<file path="config.mk">
export PLATFORM = sky130hd
export DESIGN_NAME = coord_frame_buffer
export DESIGN_NICKNAME = d
export VERILOG_FILES = /design/src/rtl/coord_frame_buffer.sv
export SDC_FILE = /design/constraint.sdc
export NUM_CORES = 1
export LEC_CHECK = 0
export BUFFER_PORTS_ARGS = -buffer_cell sky130_fd_sc_hd__buf_2
export CORE_AREA = 2 2 145 147
export CTS_BUF_LIST = sky130_fd_sc_hd__clkbuf_16
export CTS_CLUSTER_SIZE = 28
export DETAILED_ROUTE_END_ITERATION = 12
export DIE_AREA = 0 0 147 149
export GPL_TIMING_DRIVEN = 0
export PLACE_DENSITY = 0.78
export SKIP_CTS_REPAIR_TIMING = 1
export SYNTH_ARGS = -nofsm -noshare
export SYNTH_HDL_FRONTEND = slang
export SYNTH_SLANG_ARGS = --single-unit
</file>
<file path="constraint.sdc">
create_clock -name clk -period 5.7 [get_ports clk]
set_input_delay 0.855 -clock clk [delete_from_list [all_inputs] [get_ports clk]]
set_output_delay 0.855 -clock clk [all_outputs]
set_load 0.02 [all_outputs]
</file>
<file path="src/rtl/coord_frame_buffer.sv">
// ============================================================================
// coord_frame_buffer -- unpacks {x,y,z} frames into a tagged DEPTH-entry FIFO
// Optional out-of-range rejection: define COORD_RANGE_CHECK_EN
// Revision: 1.0
// ============================================================================
`default_nettype none

module coord_frame_buffer #(
  parameter int                 COORD_W   = 16,
  parameter int                 DEPTH     = 4,
  parameter logic [COORD_W-1:0] MAX_COORD = 16'h7FFF
) (
  input  logic                     clk,
  input  logic                     reset,
  input  logic [3*COORD_W-1:0]     data_in,
  input  logic                     data_in_valid,
  output logic                     data_in_ready,
  output logic [COORD_W-1:0]       x_coord,
  output logic [COORD_W-1:0]       y_coord,
  output logic [COORD_W-1:0]       z_coord,
  output logic [7:0]               seq_tag,
  output logic                     data_valid,
  input  logic                     data_ready,
  output logic [$clog2(DEPTH):0]   fill_level,
  output logic [15:0]              drop_count
);

  localparam int PTR_W   = $clog2(DEPTH);
  localparam int CNT_W   = PTR_W + 1;
  localparam int ENTRY_W = 3*COORD_W + 8;

  logic [ENTRY_W-1:0] r_mem [DEPTH];
  logic [PTR_W-1:0]   r_wr_ptr;
  logic [PTR_W-1:0]   r_rd_ptr;
  logic [CNT_W-1:0]   r_count;
  logic [7:0]         r_seq;

  logic               w_full;
  logic               w_empty;
  logic               w_in_fire;
  logic               w_reject;
  logic               w_store;
  logic               w_pop;
  logic [ENTRY_W-1:0] w_head;

  assign w_full    = (r_count == CNT_W'(DEPTH));
  assign w_empty   = (r_count == '0);
  assign w_in_fire = data_in_valid && !w_full;
  assign w_store   = w_in_fire && !w_reject;
  assign w_pop     = data_ready && !w_empty;

`ifdef COORD_RANGE_CHECK_EN
  logic [COORD_W-1:0] w_x;
  logic [COORD_W-1:0] w_y;
  logic [COORD_W-1:0] w_z;
  logic [15:0]        r_drop;

  assign w_x      = data_in[3*COORD_W-1:2*COORD_W];
  assign w_y      = data_in[2*COORD_W-1:COORD_W];
  assign w_z      = data_in[COORD_W-1:0];
  assign w_reject = (w_x > MAX_COORD) || (w_y > MAX_COORD) || (w_z > MAX_COORD);

  // Rejection is a bus-level accept, so it still needs ready (i.e. !full).
  always_ff @(posedge clk) begin
    if (reset) begin
      r_drop <= '0;
    end else if (w_in_fire && w_reject && (r_drop != 16'hFFFF)) begin
      r_drop <= r_drop + 16'd1;
    end
  end

  assign drop_count = r_drop;
`else
  logic w_unused_max;

  assign w_reject     = 1'b0;
  assign drop_count   = 16'h0000;
  assign w_unused_max = ^MAX_COORD;
`endif

  always_ff @(posedge clk) begin
    if (w_store) begin
      r_mem[r_wr_ptr] <= {data_in, r_seq};
    end
  end

  always_ff @(posedge clk) begin
    if (reset) begin
      r_wr_ptr <= '0;
      r_rd_ptr <= '0;
      r_count  <= '0;
      r_seq    <= '0;
    end else begin
      if (w_store) begin
        r_wr_ptr <= r_wr_ptr + PTR_W'(1);
        r_seq    <= r_seq + 8'd1;
      end
      if (w_pop) begin
        r_rd_ptr <= r_rd_ptr + PTR_W'(1);
      end
      case ({w_store, w_pop})
        2'b10:   r_count <= r_count + CNT_W'(1);
        2'b01:   r_count <= r_count - CNT_W'(1);
        default: r_count <= r_count;
      endcase
    end
  end

  // Memory contents are never reset, so the head is masked while empty.
  assign w_head        = w_empty ? '0 : r_mem[r_rd_ptr];
  assign x_coord       = w_head[ENTRY_W-1:2*COORD_W+8];
  assign y_coord       = w_head[2*COORD_W+7:COORD_W+8];
  assign z_coord       = w_head[COORD_W+7:8];
  assign seq_tag       = w_head[7:0];
  assign data_valid    = !w_empty;
  assign data_in_ready = !w_full;
  assign fill_level    = r_count;

endmodule

`default_nettype wire
</file>
==> flow_metrics.py, run 1 <==
metrics = {
    "grt": {
        "grt_antenna_before_repair": 0,
        "grtUsageTotal_pct": 15.7,
        "grt_overflow": 0,
        "grt_pass1_wl_mm": 26.3,
        "grt_max_degree": 57,
        "grt_pass1_vias": 4813,
    },
    "power_and_ir_drop": {
        "power_frac_seq_pct": 41.0,
        "vdd_ir_drop_max_uv": 265,
        "p_clk_share_pct": 27.4,
        "switching_power_mw": 1.66,
        "p_int_mw": 3.60,
        "swShare_pct": 31.5,
        "power_density_nw_per_um2": 471,
        "power.share.combinational_pct": 31.6,
        "power_leakage_nw": 3.93,
        "finalPower_mw": 5.26,
    },
    "worst_setup_path": {
        "arrival_ps": 2470,
        "crit_cells": 5,
        "crit_end": "y_coord[9]",
        "cp_top_family": "buffers and inverters",
        "rrSetupSlack_ps": 3340,
        "crit_type": "flip-flop to output pin",
        "path_max_fanout": 10,
        "cp_slowest_stage_delay_ps": 500,
        "cp_slowest_cell": "clkbuf_1",
        "reg2reg_from": "fill_level[2]",
        "crit_required_ps": 4850,
        "r2r_end": "fill_level[2]",
        "timing.critical_path.buf_inv": 3,
        "reg2reg_depth": 9,
        "worstSetupEndpointType": "output pin",
        "start_kind": "flip-flop",
        "path_cells": "nor3_2 > buf_4 > clkbuf_1 > and2b_1 > buf_2",
        "crit_path_start": "fill_level[1]",
    },
    "floorplanning": {
        "core_area_um2": 20600,
        "die_w_um": 147,
        "io_pins": 129,
        "dieArea_um2": 21900,
        "rows": 53,
        "initial_core_util_pct": 46.1,
        "die_h_um": 149,
    },
    "final_layout": {
        "drive_above_1_share_pct": 37.7,
        "nets": 679,
        "final_util_pct": 54.3,
        "syn2layout_area_growth_pct": 17.9,
        "n_antenna_cell": 0,
    },
    "cts": {
        "cts_tree": "done",
        "clkLatencyLatePin_ps": 500,
        "cts_made_buffers": 23,
        "clkSlewWorstSetupHoldPaths_ps": 60,
        "clock_sinks": 241,
        "ctsRootBufferMaster": "clkbuf_16",
        "clockBufferDepth": 3,
        "htree_num_levels": 1,
    },
    "route": {
        "drc": 0,
        "wirelength_mm": 17.3,
        "ant_nets": 0,
        "routedWlPerCell_um": 19.0,
        "initialDrtViolationCount": 236,
        "viasPerCell": 5.16,
        "vias": 4703,
        "dr.pass1.iters": 4,
    },
    "sta": {
        "holdWs_ps": 532,
        "finClkSkew_ps": 6.08,
        "tightest_slew_ps": 913,
        "fmax_mhz": 301,
        "maxSlewHeadroom_pct": 39.1,
        "setup_viol": 0,
        "rsz0062_at_grt": "false",
        "finalSetupTns_ps": 0,
        "fin_crit_sh_pct": 58.4,
        "maxSlewViolCount": 0,
        "hold_viol_final": 0,
        "fin_crit_ps": 3330,
    },
    "synthesis": {
        "synth_edf_count": 224,
        "muxShareOfSynthArea_pct": 13.7,
        "ys_async_sr_fraction_pct": 0,
        "synth_seq_cells": 241,
        "ys.flop_type": "edfxtp_1",
        "synth_simple_gate_area_share_pct": 6.09,
        "synth_cells": 469,
        "synth_compound_area_share_pct": 1.15,
        "synth_fa_ha_area_share_pct": 1.00,
        "synth.avg_cell_area_um2": 20.2,
        "synth_top_family_by_area": "multiplexers",
        "synthesis.area_um2": 9480,
        "yosysSeqAreaShare_pct": 74.6,
        "synth_cell_types": 33,
        "synth_xor_area_share_pct": 0.370,
        "yosys_warnings": 0,
    },
    "min_path": {
        "hold_class": "flip-flop to flip-flop",
        "hold-path-cell-count": 2,
    },
    "place": {
        "dp_hpwl_mm": 10.4,
        "io_buffer_count": 111,
        "routabilityCongestion": 0.727,
    },
    "job": {
        "drv_cap": 0,
    },
    "outcome": {
        "status": "completed",
    },
}
state kept, by name, summed over array words and instances, names as in the netlist, named ones only:
signal	flops
fill_level	3
r_mem	224
r_rd_ptr	2
r_seq	8
r_wr_ptr	2
cell type report:
| cell class | count | area, µm² |
|---|---|---|
| fillers | 1647 | 9390 |
| plain buffers | 38 | 260 |
| well taps | 275 | 344 |
| inverters | 9 | 33.8 |
| flip-flops and latches | 241 | 7070 |
| clock inverters | 19 | 144 |
| repair buffers | 111 | 556 |
| clock buffers | 23 | 576 |
| multi-input cells | 196 | 2190 |
Yosys cell counts (3+ instances only):
library cell	instances	share of area, %
a21oi_1	9	0.48
and2b_1	6	0.48
and3_1	4	0.26
buf_2	7	0.37
buf_4	17	1.3
buf_6	6	0.71
clkbuf_1	7	0.28
dfxtp_1	17	3.6
edfxtp_1	224	71
ha_1	6	0.79
inv_1	8	0.32
mux4_2	56	13
nand3_1	7	0.37
nor2_1	9	0.36
nor2b_1	53	3.5
o21ai_0	5	0.26
o31ai_1	4	0.32
or4_1	3	0.24
xor2_1	4	0.37
cell usage in the layout (no fill, tap or decap), types with 3 or more instances in the layout:
| master | instances |
|---|---|
| a21oi_1 | 9 |
| and2b_1 | 6 |
| and3_4 | 4 |
| buf_2 | 118 |
| buf_4 | 17 |
| buf_6 | 6 |
| clkbuf_1 | 7 |
| clkbuf_16 | 23 |
| clkinv_1 | 6 |
| clkinv_2 | 5 |
| conb_1 | 16 |
| dfxtp_1 | 17 |
| edfxtp_1 | 224 |
| ha_1 | 6 |
| inv_1 | 11 |
| mux4_2 | 56 |
| nand3_1 | 7 |
| nor2_1 | 9 |
| nor2b_1 | 53 |
| o21ai_0 | 5 |
| o31ai_1 | 4 |
| or4_1 | 3 |
| xor2_1 | 4 |
worst min-delay path by stage:
stage               slack, ps   startpoint           end
floorplan                 470     r_seq[7]   r_mem[0][7]
global placement          500  r_wr_ptr[0]   r_wr_ptr[0]
detailed placement        510  r_rd_ptr[0]     flip-flop
CTS                       530     r_seq[7]   r_mem[1][7]
global route              550  data_in[35]  r_mem[1][43]
finish                    530  r_wr_ptr[0]   r_wr_ptr[0]
logic make-up (layout without fill, tap and decap cells):
logic type	after synthesis	count (layout)
AOI/OAI and AO/OA	19	19
xor gates and xnor gates	4	4
adders and majority gates	7	7
buffers and inverters	47	200
DFF	241	241
muxes	59	59
other	1	16
and+or+nand+nor	91	91
worst reg2reg max path: cells and delay by family (launching register included):
kind / cells / cell delay, ps
adder cells (fa/ha/maj): 2 / 560
AND/OR/NAND/NOR: 3 / 760
buffers and inverters: 2 / 210
XOR/XNOR: 1 / 160
flip-flops: 1 / 440
AO/OA/AOI/OAI: 1 / 170
layer usage:
layer	routed length (µm)	global-route usage [%]	up-vias
met2	8890	27.1	145
met5	0	0	-
met4	331	4.18	0
met1	7170	20.7	2398
li1	-	-	2131
met3	915	2.87	29
metrics by stage:
step / setup WS (ps) / area (µm²) / instances
2_1_floorplan: 2880 / 9530 / 484
3_3_place_gp: 1660 / 10400 / 870
3_5_place_dp: 2900 / 10500 / 870
4_1_cts: 2350 / 11200 / 912
5_1_grt: 2260 / 11200 / 912
6_report: 2370 / 11200 / 912
power by group through the flow:
stage          combinational (mW)  clock (mW)  sequential, mW
2_1_floorplan                1.16           0            2.19
3_3_place_gp                 1.67           0            2.19
3_5_place_dp                 1.70           0            2.19
4_1_cts                      1.71        1.48            2.16
5_1_grt                      1.79        1.55            2.17
6_report                     1.66        1.44            2.16
Note: power is estimated with default switching activity, not from simulation.
==> run 2: changes to the inputs <==
- PLACE_DENSITY: 0.78 -> 0.8
- clock period: 5.7 -> 2.95 ns (I/O delays scaled with it)
==> flow_metrics.py, run 2 (synthesis gave the netlist of run 1 again) <==
metrics = {
    "route": {
        "initialDrtViolationCount": 281,
        "vias": 4728,
        "ant_nets": 0,
        "drc": 0,
        "wirelength_mm": 17.1,
        "viasPerCell": 5.15,
        "routedWlPerCell_um": 18.7,
        "dr.pass1.iters": 4,
    },
    "worst_setup_path": {
        "crit_type": "flip-flop to output pin",
        "r2r_end": "fill_level[2]",
        "crit_required_ps": 2510,
        "start_kind": "flip-flop",
        "worstSetupEndpointType": "output pin",
        "rrSetupSlack_ps": 560,
        "reg2reg_from": "fill_level[2]",
        "reg2reg_depth": 9,
        "arrival_ps": 2350,
        "path_max_fanout": 10,
    },
    "sta": {
        "tightest_slew_ps": 883,
        "maxSlewViolCount": 0,
        "maxSlewHeadroom_pct": 41.1,
        "finClkSkew_ps": 7.97,
        "finalSetupTns_ps": 0,
        "setup_viol": 0,
        "fin_crit_sh_pct": 94.8,
        "holdWs_ps": 147,
        "fin_crit_ps": 2800,
        "rsz0062_at_grt": "false",
        "setup_ws_ps": 154,
        "fmax_mhz": 358,
        "hold_viol_final": 0,
    },
    "final_layout": {
        "top_register": "r_mem",
        "largest_reg_flops": 224,
        "fin_area_um2": 11300,
        "drive_above_1_share_pct": 38.4,
        "nets": 684,
        "seq_area_um2": 7070,
        "syn2layout_area_growth_pct": 19.6,
        "multi_input_comb_area_um2": 2190,
        "mostFrequentLayoutCells": "224 x edfxtp_1, 118 x buf_2, 56 x mux4_2",
        "n_antenna_cell": 0,
        "layout_commonest_cell": "edfxtp_1",
        "fillers": 1615,
        "final_util_pct": 55.1,
    },
    "cts": {
        "clkLatencyLatePin_ps": 510,
        "clockBufferDepth": 3,
        "clock_sinks": 241,
        "ctsRootBufferMaster": "clkbuf_16",
        "htree_num_levels": 1,
        "cts_tree": "done",
        "cts_made_buffers": 25,
        "clkSlewWorstSetupHoldPaths_ps": 60,
    },
    "grt": {
        "grt_pass1_wl_mm": 26.6,
        "grt_antenna_before_repair": 0,
        "grt_pass1_vias": 5008,
        "grtUsageTotal_pct": 15.6,
        "grt_max_degree": 57,
        "grt_overflow": 0,
    },
    "min_path": {
        "hold_class": "primary input to flip-flop",
        "hold-path-cell-count": 1,
        "hold_start": "data_in[29]",
        "min_to": "r_mem[0][37]",
    },
    "floorplanning": {
        "rows": 53,
        "die_h_um": 149,
        "dieArea_um2": 21900,
        "die_w_um": 147,
        "core_area_um2": 20600,
        "initial_core_util_pct": 46.1,
        "io_pins": 129,
    },
    "place": {
        "pre_cts_ws_ps": 581,
        "routabilityCongestion": 0.702,
        "io_buffer_count": 111,
        "dpl_cell_area_um2": 10500,
        "dp_hpwl_mm": 10.7,
    },
    "power_and_ir_drop": {
        "vdd_ir_drop_max_uv": 466,
        "power_leakage_nw": 4.01,
        "power_density_nw_per_um2": 919,
    },
    "outcome": {
        "status": "completed",
    },
    "job": {
        "drv_cap": 0,
    },
}
==> run 2: layer usage <==
metal | part of all wire [%] | track usage [%] | wire length [µm]
met4 | 1.9 | 4.13 | 328
met2 | 51 | 27.5 | 8650
met5 | 0 | 0 | 0
met3 | 5.4 | 2.94 | 917
met1 | 42 | 20.2 | 7230
==> run 2: worst max-delay path by stage <==
stage | slack, ps | depth (start not counted) | endpoint | startpoint
after global placement | -720 | 3 | r_mem[3][24] | data_in_valid
after floorplan | 270 | 3 | r_mem[0][0] | fill_level[0]
after global routing | 30 | 5 | y_coord[13] | fill_level[1]
after detailed placement | 580 | 9 | fill_level[2] | fill_level[2]
after CTS | 120 | 5 | y_coord[13] | fill_level[1]
final | 150 | 5 | y_coord[13] | fill_level[1]
==> run 2: power by group <==
group,leakage (nW),internal [mW],switching (mW)
clock,0.425,1.82,1.22
combinational,1.39,1.33,1.87
sequential,2.19,4.06,0.110
==> run 2: area by class of cell <==
class / count / share of cell area [%]
flip-flops and latches: 241 / 62.4
multi-input cells: 196 / 19.3
clock buffers: 27 / 5.96
repair buffers: 114 / 5.50
well taps: 275 / 3.04
plain buffers: 38 / 2.30
clock inverters: 18 / 1.18
inverters: 9 / 0.298
==> run 2: worst max-delay path, stage by stage (launching register included) <==
cell	delay (ps)
dfxtp_1	400
nor3_2	370
buf_4	270
clkbuf_1	410
and2b_1	240
buf_2	150
==> run 2: through the flow <==
stage / std cells / total power [mW]
after floorplan: 484 / 6.49
after global placement: 870 / 7.44
after detailed placement: 873 / 7.52
after CTS: 918 / 10.6
after global routing: 918 / 10.9
final: 918 / 10.4
==> run 3: changes to the inputs <==
- CELL_PAD_IN_SITES_DETAIL_PLACEMENT: not set -> 1
- CELL_PAD_IN_SITES_GLOBAL_PLACEMENT: not set -> 2
- CORE_AREA: 2 2 145 147 -> 2 2 159 161
- DIE_AREA: 0 0 147 149 -> 0 0 161 163
- PLACE_DENSITY: 0.8 -> 0.86
==> flow_metrics.py, run 3 (synthesis gave the netlist of run 1 again) <==
metrics = {
    "route": {
        "viasPerCell": 4.89,
        "initialDrtViolationCount": 355,
        "wirelength_mm": 19.5,
        "dr.pass1.iters": 4,
        "drc": 0,
        "vias": 4767,
        "ant_nets": 0,
        "routedWlPerCell_um": 20.0,
    },
    "sta": {
        "setup_viol": 0,
        "finClkSkew_ps": 13.6,
        "finalSetupTns_ps": 0,
        "maxSlewViolCount": 0,
        "fin_crit_ps": 2680,
        "holdWs_ps": 146,
        "tightest_slew_ps": 623,
        "rsz0062_at_grt": "false",
        "maxSlewHeadroom_pct": 58.5,
        "hold_viol_final": 0,
        "fmax_mhz": 374,
        "fin_crit_sh_pct": 90.7,
    },
    "worst_setup_path": {
        "path_max_fanout": 10,
        "rrSetupSlack_ps": 510,
        "cp_top_family": "buffers and inverters",
        "arrival_ps": 2230,
        "reg2reg_from": "fill_level[2]",
        "reg2reg_depth": 9,
        "cp_slowest_stage_delay_ps": 410,
        "timing.critical_path.buf_inv": 3,
        "crit_required_ps": 2510,
        "path_cells": "nor3_2 > buf_4 > clkbuf_2 > and2b_1 > buf_2",
        "r2r_end": "fill_level[2]",
        "crit_type": "flip-flop to output pin",
        "worstSetupEndpointType": "output pin",
        "cp_slowest_cell": "nor3_2",
        "start_kind": "flip-flop",
    },
    "final_layout": {
        "syn2layout_area_growth_pct": 20.4,
        "top_register": "r_mem",
        "mostFrequentLayoutCells": "224 x edfxtp_1, 118 x buf_2, 56 x mux4_2",
        "nets": 686,
        "final_cells": 974,
        "largest_reg_flops": 224,
        "n_antenna_cell": 0,
        "layout_commonest_cell": "edfxtp_1",
        "drive_above_1_share_pct": 38.5,
    },
    "min_path": {
        "hold-path-cell-count": 1,
        "hold_class": "primary input to flip-flop",
        "min_to": "r_mem[1][38]",
        "hold_start": "data_in[30]",
    },
    "floorplanning": {
        "core_area_um2": 24700,
        "rows": 58,
        "die_w_um": 161,
        "dieArea_um2": 26200,
        "initial_core_util_pct": 38.4,
        "io_pins": 129,
        "die_h_um": 163,
    },
    "power_and_ir_drop": {
        "power_leakage_nw": 4.00,
        "p_clk_share_pct": 28.4,
        "power_density_nw_per_um2": 913,
        "power_frac_seq_pct": 40.1,
        "power.share.combinational_pct": 31.5,
        "swShare_pct": 31.5,
        "finalPower_mw": 10.4,
        "vdd_ir_drop_max_uv": 320,
        "switching_power_mw": 3.28,
        "p_int_mw": 7.13,
    },
    "cts": {
        "clock_sinks": 241,
        "clkLatencyLatePin_ps": 510,
        "htree_num_levels": 1,
        "clockBufferDepth": 3,
        "ctsRootBufferMaster": "clkbuf_16",
        "cts_tree": "done",
        "clkSlewWorstSetupHoldPaths_ps": 60,
        "cts_made_buffers": 26,
    },
    "grt": {
        "grt_max_degree": 40,
        "grt_pass1_vias": 5323,
        "grtUsageTotal_pct": 15.0,
        "grt_antenna_before_repair": 0,
        "grt_pass1_wl_mm": 30.3,
        "grt_overflow": 0,
    },
    "place": {
        "dp_hpwl_mm": 12.4,
        "place_inst": 929,
        "routabilityCongestion": 0.673,
        "io_buffer_count": 111,
    },
    "outcome": {
        "status": "completed",
    },
    "job": {
        "drv_cap": 0,
    },
}
run 3: power groups by stage:
stage | registers, mW | clock network [mW] | logic (mW)
3_5_place_dp | 4.25 | 0 | 3.35
6_report | 4.17 | 2.96 | 3.28
5_1_grt | 4.20 | 3.16 | 3.56
3_3_place_gp | 4.24 | 0 | 3.24
4_1_cts | 4.18 | 3.04 | 3.36
2_1_floorplan | 4.24 | 0 | 2.25
run 3: layer usage:
metal,track usage (%),up-vias,routed length [µm]
met5,0,-,0
met3,2.52,24,864
met2,26.7,110,10200
li1,-,2148,-
met1,19.1,2485,8150
met4,3.90,0,316
run 3: layout make-up:
| class | count | area, µm² |
|---|---|---|
| repair buffers | 115 | 651 |
| plain buffers | 38 | 264 |
| clock inverters | 18 | 110 |
| clock buffers | 27 | 676 |
| multi-input cells | 196 | 2190 |
| inverters | 9 | 33.8 |
| well taps | 330 | 413 |
| flip-flops and latches | 241 | 7070 |
| fillers | 2387 | 13300 |
run 3: metrics by stage:
| step | util, % | area, µm² | setup WS, ps |
|---|---|---|---|
| after floorplan | - | 9530 | 274 |
| after global placement | 42.6 | 10500 | -790 |
| after detailed placement | 43.0 | 10600 | 484 |
| after CTS | 46.2 | 11400 | -22.9 |
| after global routing | 46.2 | 11400 | 90.5 |
| final | 46.2 | 11400 | 274 |
run 3: worst max-delay path by stage:
stage	from	endpoint	slack, ps	cells after the start
finish	fill_level[1]	y_coord[14]	270	5
global route	fill_level[2]	y_coord[12]	90	5
CTS	fill_level[1]	y_coord[14]	-20	5
detailed placement	fill_level[2]	fill_level[2]	480	9
global placement	data_in_valid	r_mem[1][37]	-790	3
floorplan	fill_level[0]	r_mem[0][0]	270	3
